**config.mk**
```make
export PLATFORM = sky130hd
export DESIGN_NAME = buff_uart_tx
export DESIGN_NICKNAME = d
export VERILOG_FILES = /design/src/rtl/buff_uart_pkg.sv /design/src/rtl/uart_tx_fifo.sv /design/src/rtl/buff_uart_tx.sv
export SDC_FILE = /design/constraint.sdc
export NUM_CORES = 1
export LEC_CHECK = 0
export BUFFER_PORTS_ARGS = -buffer_cell sky130_fd_sc_hd__buf_2
export CAP_MARGIN = 5
export CORE_MARGIN = 2
export CORE_UTILIZATION = 35
export CTS_CLUSTER_SIZE = 40
export DETAILED_ROUTE_END_ITERATION = 16
export PLACE_DENSITY = 0.57
export SYNTH_ARGS = -nofsm -noshare
export SYNTH_HDL_FRONTEND = slang
export SYNTH_SLANG_ARGS = --single-unit
export TNS_END_PERCENT = 1
```
**constraint.sdc**
```tcl
create_clock -name clock -period 3.2 [get_ports clock]
set_input_delay 0.16 -clock clock [delete_from_list [all_inputs] [get_ports clock]]
set_output_delay 0.16 -clock clock [all_outputs]
set_load 0.005 [all_outputs]
```
**src/rtl/buff_uart_pkg.sv**
```systemverilog
// Shared types for the buffered UART transmitter.
// State encoding and line levels used by buff_uart_tx.
package buff_uart_pkg;

  typedef enum logic [2:0] {
    TX_IDLE,
    TX_START,
    TX_DATA,
    TX_PARITY,
    TX_STOP
  } tx_state_t;

  localparam logic UART_IDLE_LEVEL  = 1'b1;
  localparam logic UART_START_LEVEL = 1'b0;

endpackage

```
**src/rtl/uart_tx_fifo.sv**
```systemverilog
// Ring-buffer byte queue feeding the UART serializer.
// Push while full is dropped; push and pop may share an edge.
module uart_tx_fifo
  import buff_uart_pkg::*;
#(
  parameter int DW = 8,
  parameter int AW = 4
) (
  input  logic          clk_i,
  input  logic          rst_i,
  input  logic          push_i,
  input  logic [DW-1:0] data_i,
  input  logic          pop_i,
  output logic          full_o,
  output logic          empty_o,
  output logic [DW-1:0] head_o
);

  localparam int DEPTH = 1 << AW;

  logic [DW-1:0] mem_q [DEPTH];
  logic [AW-1:0] wr_q, wr_d;
  logic [AW-1:0] rd_q, rd_d;
  logic [AW:0]   size_q, size_d;
  logic          push_ok;
  logic          pop_ok;

  assign full_o  = (size_q == (AW+1)'(DEPTH));
  assign empty_o = (size_q == '0);
  assign head_o  = mem_q[rd_q];
  assign push_ok = push_i && !full_o;
  assign pop_ok  = pop_i && !empty_o;

  // Pointer and occupancy next-state from accepted push/pop.
  always_comb begin
    wr_d   = wr_q;
    rd_d   = rd_q;
    size_d = size_q;
    if (push_ok) wr_d = wr_q + 1'b1;
    if (pop_ok)  rd_d = rd_q + 1'b1;
    if (push_ok && !pop_ok)      size_d = size_q + 1'b1;
    else if (!push_ok && pop_ok) size_d = size_q - 1'b1;
  end

  // Storage and pointer registers; reset clears the whole queue.
  always_ff @(posedge clk_i) begin
    if (rst_i) begin
      for (int i = 0; i < DEPTH; i++) mem_q[i] <= '0;
      wr_q   <= '0;
      rd_q   <= '0;
      size_q <= '0;
    end else begin
      if (push_ok) mem_q[wr_q] <= data_i;
      wr_q   <= wr_d;
      rd_q   <= rd_d;
      size_q <= size_d;
    end
  end

endmodule

```
**src/rtl/buff_uart_tx.sv**
```systemverilog
// Buffered UART transmitter: byte FIFO plus 8N1 serializer.
// Define BUFF_UART_TX_PARITY_EN for 8E1 frames (even parity bit).
module buff_uart_tx
  import buff_uart_pkg::*;
#(
  parameter int data_width           = 8,
  parameter int length_as_power_of_2 = 4,
  parameter int clocks_per_bit       = 16
) (
  input  logic                  clock,
  input  logic                  reset,
  input  logic [data_width-1:0] data_in,
  input  logic                  write_enable,
  output logic                  full,
  output logic                  empty,
  output logic                  busy,
  output logic                  tx
);

  localparam int BW = $clog2(clocks_per_bit);
  localparam int CW = $clog2(data_width + 1);

  tx_state_t             state_q, state_d;
  logic [BW-1:0]         baud_q, baud_d;
  logic [CW-1:0]         bit_q, bit_d;
  logic [data_width-1:0] shift_q, shift_d;
  logic                  tx_q, tx_d;
  logic                  busy_q, busy_d;
  logic                  pop;
  logic [data_width-1:0] head;
  logic                  baud_last;
  logic                  bit_last;
`ifdef BUFF_UART_TX_PARITY_EN
  logic                  par_q, par_d;
`endif

  uart_tx_fifo #(
    .DW (data_width),
    .AW (length_as_power_of_2)
  ) u_fifo (
    .clk_i   (clock),
    .rst_i   (reset),
    .push_i  (write_enable),
    .data_i  (data_in),
    .pop_i   (pop),
    .full_o  (full),
    .empty_o (empty),
    .head_o  (head)
  );

  assign baud_last = (baud_q == BW'(clocks_per_bit - 1));
  assign bit_last  = (bit_q == CW'(data_width - 1));
  assign tx        = tx_q;
  assign busy      = busy_q;

  // Serializer next state; tx is computed for the state being entered.
  always_comb begin
    state_d = state_q;
    baud_d  = baud_q + 1'b1;
    bit_d   = bit_q;
    shift_d = shift_q;
    tx_d    = tx_q;
    pop     = 1'b0;
`ifdef BUFF_UART_TX_PARITY_EN
    par_d   = par_q;
`endif
    unique case (state_q)
      TX_IDLE: begin
        baud_d = '0;
        tx_d   = UART_IDLE_LEVEL;
        if (!empty) begin
          pop     = 1'b1;
          shift_d = head;
          state_d = TX_START;
          tx_d    = UART_START_LEVEL;
`ifdef BUFF_UART_TX_PARITY_EN
          par_d   = ^head;
`endif
        end
      end
      TX_START: begin
        if (baud_last) begin
          baud_d  = '0;
          bit_d   = '0;
          state_d = TX_DATA;
          tx_d    = shift_q[0];
        end
      end
      TX_DATA: begin
        if (baud_last) begin
          baud_d = '0;
          if (bit_last) begin
`ifdef BUFF_UART_TX_PARITY_EN
            state_d = TX_PARITY;
            tx_d    = par_q;
`else
            state_d = TX_STOP;
            tx_d    = UART_IDLE_LEVEL;
`endif
          end else begin
            shift_d = shift_q >> 1;
            tx_d    = shift_d[0];
            bit_d   = bit_q + 1'b1;
          end
        end
      end
`ifdef BUFF_UART_TX_PARITY_EN
      TX_PARITY: begin
        if (baud_last) begin
          baud_d  = '0;
          state_d = TX_STOP;
          tx_d    = UART_IDLE_LEVEL;
        end
      end
`endif
      TX_STOP: begin
        if (baud_last) begin
          baud_d = '0;
          if (!empty) begin
            pop     = 1'b1;
            shift_d = head;
            state_d = TX_START;
            tx_d    = UART_START_LEVEL;
`ifdef BUFF_UART_TX_PARITY_EN
            par_d   = ^head;
`endif
          end else begin
            state_d = TX_IDLE;
            tx_d    = UART_IDLE_LEVEL;
          end
        end
      end
      default: begin
        baud_d  = '0;
        state_d = TX_IDLE;
        tx_d    = UART_IDLE_LEVEL;
      end
    endcase
    busy_d = (state_d != TX_IDLE);
  end

  // Serializer registers; reset abandons any frame in flight.
  always_ff @(posedge clock) begin
    if (reset) begin
      state_q <= TX_IDLE;
      baud_q  <= '0;
      bit_q   <= '0;
      shift_q <= '0;
      tx_q    <= UART_IDLE_LEVEL;
      busy_q  <= 1'b0;
`ifdef BUFF_UART_TX_PARITY_EN
      par_q   <= 1'b0;
`endif
    end else begin
      state_q <= state_d;
      baud_q  <= baud_d;
      bit_q   <= bit_d;
      shift_q <= shift_d;
      tx_q    <= tx_d;
      busy_q  <= busy_d;
`ifdef BUFF_UART_TX_PARITY_EN
      par_q   <= par_d;
`endif
    end
  end

endmodule
```
==> results by group, run 1 <==
GRT
  – Initial antenna violation count: 0
  – Vias in the first global route: 4,948
  – Global Route Usage Sum: 0.158
  – First-pass GRT wire length: roughly 28,000 um
  – Grt total ovfl: 0
  – Largest net degree at the start of global routing: 37

Power
  – Leakage: ~3.2 nW
  – PD cells: 691 nW/um^2
  – Total power: just over 6 mW
  – VDD IR max: 0.370 mV

Detailed routing
  – Routed len/inst: 19.5 um
  – Detailed-route via count: 4,557
  – Vias per cell: 5.09
  – M1 WL: approximately 7400 um
  – DRC: 0
  – Routed wire length on met3: between 800 and 900 um
  – Top Metal Used: met4
  – First-pass DRT Iterations: 4
  – Final wirelength: 17,400 um
  – DRT iter0 DRCs: ~310
  – Routed Antenna Nets: 0
  – Met2 wire length: just under 9000 um

Floorplan
  – Core Area: around 22,000 sq um
  – IO Count: 15
  – Die Span X: around 150 um
  – Num rows: between 50 and 60
  – DIE AREA: around 24,000 sq um
  – Initial core utilization: 0.358
  – Die height: between 150 and 200 um

Run status
  – Status: finished, final reports clean

Finish
  – Design area: approximately 8800 sq um
  – Post-layout util: 0.400
  – Syn-to-layout area delta: 11.8%
  – Share of layout cells above drive strength 1: 0.216
  – Finished Layout Cells: between 800 and 900
  – Layout Nets: between 600 and 700
  – # diodes: 0

STA
  – Slew Viols, Final: 0
  – Crit share post-route: 0.950
  – Worst Skew: between 0.01 and 0.015 ns
  – Upper clock frequency limit: around 330 MHz
  – Final Hold Viols: 0
  – Headroom to the max-slew limit: 0.546
  – Tmin final: a little over 3 ns
  – Final setup vio count: 0
  – Hold WS: around 0.1 ns
  – Actual slew at the worst max-slew pin: a little under 0.7 ns
  – RSZ-0062 raised after global routing: no
  – Worst setup margin: 0.161 ns
  – TNS Setup: 0 ns

Worst setup path
  – Critical path origin: u_fifo.size_q[1]
  – Critical Path RT: 3.51 ns
  – Arr. time, crit path: approximately 3.4 ns
  – Crit end category: flop
  – Worst-case reg-to-reg path depth: 10
  – Reg-to-reg endpoint: u_fifo.size_q[4]
  – R2R setup slack: around 0.16 ns
  – Worst Path Max Fanout: 5
  – CP Class: reg -> reg
  – Startpoint types: flop
  – RR Startpoint: u_fifo.size_q[1]

Logic synthesis
  – Most frequently used flop master after synthesis: edfxtp_1
  – Register bit total from synthesis: 166
  – Seq/Total Area, Yosys: 0.586
  – Synth async-reset ratio: 0
  – Mapped cell area: about 7900 sq um
  – Avg Inst Size Synth: between 10 and 15 sq um
  – Syn nets: around 610
  – EDFF count, synth: roughly 130
  – Netlist cell types: 56
  – Post-Synthesis Cells: a little under 600
  – Synth warn: 0

Clock tree
  – CTS Sinks: 166
  – CTS tree: built
  – Clk slew on worst S/H paths: about 0.060 ns
  – Skew-Pair Late Insertion Delay: approximately 0.43 ns
  – TritonCTS Buffers: 17
  – H-tree Lvls: 4
  – Post-CTS setup buffer count: 0
  – Clock root buffer: clkbuf_16
  – CTS Buffer Depth: 2

Place
  – Hpwl dp: 11,800 um
  – I/O Buffers: 14
  – RePlAce Congestion: 0.767
  – DP Area: 8220 sq um
  – Inst Count DP: approximately 860
  – Place WS: approximately 0.12 ns

Min path
  – Worst hold endpoint: u_fifo.wr_q[0]
  – Worst min-delay path class: in -> reg
  – Worst Hold Launch: reset
  – WHS Path Cells: 2

Job
  – Max Cap Viol: 0
cell usage in the layout (no fill, tap or decap), drive strengths merged, types with 4 or more instances in the layout:
cell type,count
and2,129
edfxtp,128
nor2,46
dfxtp,38
mux4,32
buf,27
clkbuf,20
a21oi,17
or2,17
nor3,16
a22oi,15
ha,12
inv,12
nand2,11
nor2b,10
xor2,9
clkinv,8
nand3,6
o21ai,6
a211oi,6
nand3b,5
nand2b,4
xnor2,4
cells by family after synthesis:
| kind of cell | after synthesis | share of synthesized area |
|---|---|---|
| compound gates | 61 | 0.0607 |
| xor+xnor | 13 | 0.0145 |
| fa+ha+maj | 13 | 0.0216 |
| buf+inv | 43 | 0.0259 |
| flops | 166 | 0.586 |
| mux | 35 | 0.0957 |
| simple gates | 258 | 0.196 |
state kept, by name, summed over array words and instances (netlist names), named ones only:
register / cells
u_fifo.mem_q: 128
shift_q: 8
u_fifo.size_q: 5
baud_q: 4
bit_q: 4
u_fifo.rd_q: 4
u_fifo.wr_q: 4
state_q: 3
busy: 1
tx: 1
worst max path at each step:
stage	depth (start not counted)	slack [ns]	to
after global placement	10	0.19	u_fifo.size_q[4]
after CTS	10	0.1	u_fifo.size_q[4]
final	10	0.16	u_fifo.size_q[4]
after global routing	10	0.03	u_fifo.size_q[4]
after floorplan	10	0.17	u_fifo.size_q[4]
after detailed placement	10	0.12	u_fifo.size_q[4]
report_power, final:
| group | internal (mW) | switching [mW] |
|---|---|---|
| registers | 2.51 | 0.149 |
| clock network | 1.15 | 0.827 |
| logic | 0.685 | 0.759 |
| total | 4.34 | 1.73 |
cells in the mapped netlist (4+ instances only):
master      n  area (sq um)
a211oi_2    6          75.1
a21oi_1    17          85.1
a22oi_1    15           113
and2_1    129           807
buf_2       7          35.0
clkbuf_1   17          63.8
dfxtp_1    38           761
edfxtp_1  128          3840
ha_1       12           150
inv_1       9          33.8
mux4_2     32           721
nand2_1    10          37.5
nand2b_1    4          25.0
nand3_1     6          30.0
nand3b_1    5          37.5
nor2_1     45           169
nor2b_1    10          62.6
nor3_1      5          25.0
nor3_2     11           110
o21ai_0     6          30.0
or2_2      15          93.8
xnor2_1     4          35.0
xor2_1      9          78.8
area by class of cell:
| class | count | area (sq um) |
|---|---|---|
| tap | 280 | 350 |
| fill | 2028 | 13200 |
| timing repair buffer | 27 | 168 |
| multi-input combinational | 380 | 3060 |
| sequential | 166 | 4610 |
| inverter | 10 | 37.5 |
| clock inverter | 12 | 128 |
| clock buffer | 20 | 437 |
worst max-delay path: stages, from the launching register on:
cell and delay [ns]:
dfxtp_1 0.38, or4_4 0.56, o221ai_4 0.20, ha_2 0.25, inv_1 0.11, ha_1 0.32
nor2b_1 0.13, o21a_1 0.18, or3_1 0.30, a21oi_1 0.16, mux2_2 0.34
timing repair:
item | in CTS | in global routing
hold buffers | 0 | 0
gates resized for setup | 0 | 2
setup endpoints to repair | 0 | 1
per-layer routing:
layer	up-vias	GRT usage
li1	2164	-
met1	2281	0.204
met2	93	0.266
met3	19	0.0313
met4	0	0.0547
met5	-	0
Power figures use the tool's default switching activity.
==> inputs of run 2 (changes only) <==
Settings changed: PLACE_DENSITY 0.57 to 0.56.
Clock period 3.2 ns to 2.97 ns, I/O delays scaled along.
==> run 2 against run 1 <==
  * Cell area rose by 1.5%
  * First-iteration DRC count decreased by 6.8%
  * Combinational power increased by 13%
  * Final cell count is 1.6% higher
  * Critical endpoint unchanged
  * Clock skew shrank 0.0034 ns
  * Sequential cell count is the same
==> results by group, run 2 (same netlist as run 1, synthesis figures left out) <==
Run status
  – Status: finished, final reports clean (unchanged)

Clock tree
  – Clock root buffer: clkbuf_16 (unchanged)
  – Clk slew on worst S/H paths: 0.06 ns (about the same)
  – CTS Sinks: 166 (unchanged)
  – Skew-Pair Late Insertion Delay: 0.44 ns (was 0.43 ns)
  – H-tree Lvls: 4 (unchanged)
  – CTS Buffer Depth: 2 (unchanged)
  – Cts hold-fix bufs: 0 (unchanged)
  – TritonCTS Buffers: 17 (unchanged)
  – CTS tree: built (unchanged)

Job
  – Max Cap Viol: 0 (unchanged)

Worst setup path
  – Number of cells on the critical path: 10 (unchanged)
  – Critical Path End: u_fifo.size_q[4] (unchanged)
  – Critical Path RT: 3.29 ns (was 3.51 ns)
  – CP dominant cell by count: ha_4
  – CP bufs+invs: 1 (unchanged)
  – CP Cell Sequence: or4_4 > o221ai_4 > ha_4 > inv_1 > ha_4 > nor2b_1 > o21a_1 > or3_1 > a21oi_1 > mux2_2 (was or4_4 > o221ai_4 > ha_2 > inv_1 > ha_1 > nor2b_1 > o21a_1 > or3_1 > a21oi_1 > mux2_2)
  – CP top delay family: simple AND/OR/NAND/NOR gates (unchanged)
  – Reg-to-reg endpoint: u_fifo.size_q[4] (unchanged)
  – RR Startpoint: u_fifo.size_q[3] (was u_fifo.size_q[1])
  – Max stage delay on crit path: 0.56 ns (about the same)
  – CP Class: reg -> reg (unchanged)
  – Worst-case reg-to-reg path depth: 10 (unchanged)
  – Crit end category: flop (unchanged)
  – Startpoint types: flop (unchanged)
  – Worst Path Max Fanout: 4 (was 5)
  – Critical path's slowest cell: or4_4 (unchanged)
  – R2R setup slack: 0.11 ns (was 0.16 ns)
  – Critical path origin: u_fifo.size_q[3] (was u_fifo.size_q[1])
  – Arr. time, crit path: 3.18 ns (was 3.35 ns)

Detailed routing
  – First-pass DRT Iterations: 4 (unchanged)
  – Routed Antenna Nets: 0 (unchanged)
  – DRC: 0 (unchanged)
  – Final wirelength: 18,000 um (was 17,400 um)
  – DRT iter0 DRCs: 290 (was 311)
  – Detailed-route via count: 4,663 (was 4,557)
  – Vias per cell: 5.13 (was 5.09)
  – Routed len/inst: 19.8 um (was 19.5 um)

STA
  – Tmin final: 2.86 ns (was 3.04 ns)
  – Headroom to the max-slew limit: 0.520 (was 0.546)
  – RSZ-0062 raised after global routing: no (unchanged)
  – Hold WS: 0.0820 ns (was 0.0997 ns)
  – TNS Setup: 0 ns (unchanged)
  – Worst Skew: 0.0114 ns (was 0.0148 ns)
  – Slew Viols, Final: 0 (unchanged)
  – Final Hold Viols: 0 (unchanged)
  – Upper clock frequency limit: 349 MHz (was 329 MHz)
  – Crit share post-route: 0.964 (was 0.950)
  – Final setup vio count: 0 (unchanged)
  – Actual slew at the worst max-slew pin: 0.718 ns (was 0.678 ns)

Floorplan
  – Num rows: 54 (unchanged)
  – Initial core utilization: 0.358 (unchanged)
  – Core Area: 22,000 sq um (unchanged)
  – DIE AREA: 23,700 sq um (unchanged)
  – Die height: 154 um (unchanged)
  – Die Span X: 154 um (unchanged)
  – IO Count: 15 (unchanged)

GRT
  – M1 GR Usage: 0.206 (was 0.204)
  – Grt total ovfl: 0 (unchanged)
  – First-pass GRT wire length: 28,300 um (was 28,100 um)
  – GR met3 Demand/Resource: 0.0349 (was 0.0313)
  – Global Route Usage Sum: 0.161 (was 0.158)
  – Grt peak-use layer: met2 (unchanged)
  – M2 GR Usage: 0.275 (was 0.266)
  – Initial antenna violation count: 0 (unchanged)
  – Largest net degree at the start of global routing: 36 (was 37)
  – Vias in the first global route: 4,901 (was 4,948)

Power
  – Total power: 6.57 mW (was 6.07 mW)
  – VDD IR max: 0.331 mV (was 0.370 mV)
  – Leakage: 3.26 nW (was 3.18 nW)
  – PD cells: 737 nW/um^2 (was 691 nW/um^2)

Finish
  – Share of layout cells above drive strength 1: 0.237 (was 0.216)
  – Max reg flops: 128 (unchanged)
  – Top Registers: u_fifo.mem_q (128), shift_q (8), u_fifo.size_q (5) (unchanged)
  – Most common cell after layout, fill and taps aside: and2_1 (unchanged)
  – Syn-to-layout area delta: 13.4% (was 11.8%)
  – # diodes: 0 (unchanged)
  – Layout Nets: 640 (was 626)
  – Most frequent cells in the layout: 129 x and2_1, 128 x edfxtp_1, 45 x nor2_1 (unchanged)
  – Top reg by flops: u_fifo.mem_q (unchanged)

Place
  – I/O Buffers: 14 (unchanged)
  – RePlAce Congestion: 0.828 (was 0.767)
  – Hpwl dp: 11,900 um (was 11,800 um)

Min path
  – Worst min-delay path class: in -> reg (unchanged)
## run 2: cell count changes in the layout (fill, tap and decap cells not counted), sizes merged
cell,delta
bufinv,-2
clkinvlp,+2
clkbuf,+2
inv,+1
clkinv,-3
buf,+14
## run 2: stage by stage
step	utilization	cell area, sq um	instances	setup slack, ns
6_report	0.406	8910	909	0.107
5_1_grt	0.406	8910	909	0.0145
4_1_cts	0.405	8890	907	0.0207
3_5_place_dp	0.379	8330	875	0.0303
3_3_place_gp	0.379	8330	875	0.0903
2_1_floorplan	-	7870	589	0.0107
## run 2: per-layer routing
| metal | up-vias | wire [um] |
|---|---|---|
| li1 | 2188 | - |
| met1 | 2343 | 7660 |
| met2 | 113 | 9220 |
| met3 | 19 | 870 |
| met4 | 0 | 224 |
| met5 | - | 0 |
## run 2: repair_timing
action | CTS | global route
setup endpoints to repair | 0 | 1
buffers inserted | 0 | 2
gates resized for setup | 0 | 1
## run 2: worst min-delay path by stage
stage,startpoint,endpoint,cells past startpoint
detailed placement,baud_q[0],baud_q[0],1
CTS,reset,flop,2
finish,reset,flop,2
global placement,baud_q[0],baud_q[0],1
floorplan,reset,baud_q[2],2
global route,reset,flop,2
## run 2: area by class of cell
cell class              count  area (sq um)
fillers                  1992         13000
flip-flops and latches    166          4610
multi-input cells         380          3080
clock buffers              22           485
well taps                 280           350
repair buffers             41           285
clock inverters            10          68.8
inverters                  10          37.5
## run 2: where the power goes
part | internal (mW) | total, mW | switching [mW]
clock network | 1.16 | 2.09 | 0.922
registers | 2.70 | 2.85 | 0.152
logic | 0.788 | 1.63 | 0.844
total | 4.65 | 6.57 | 1.92
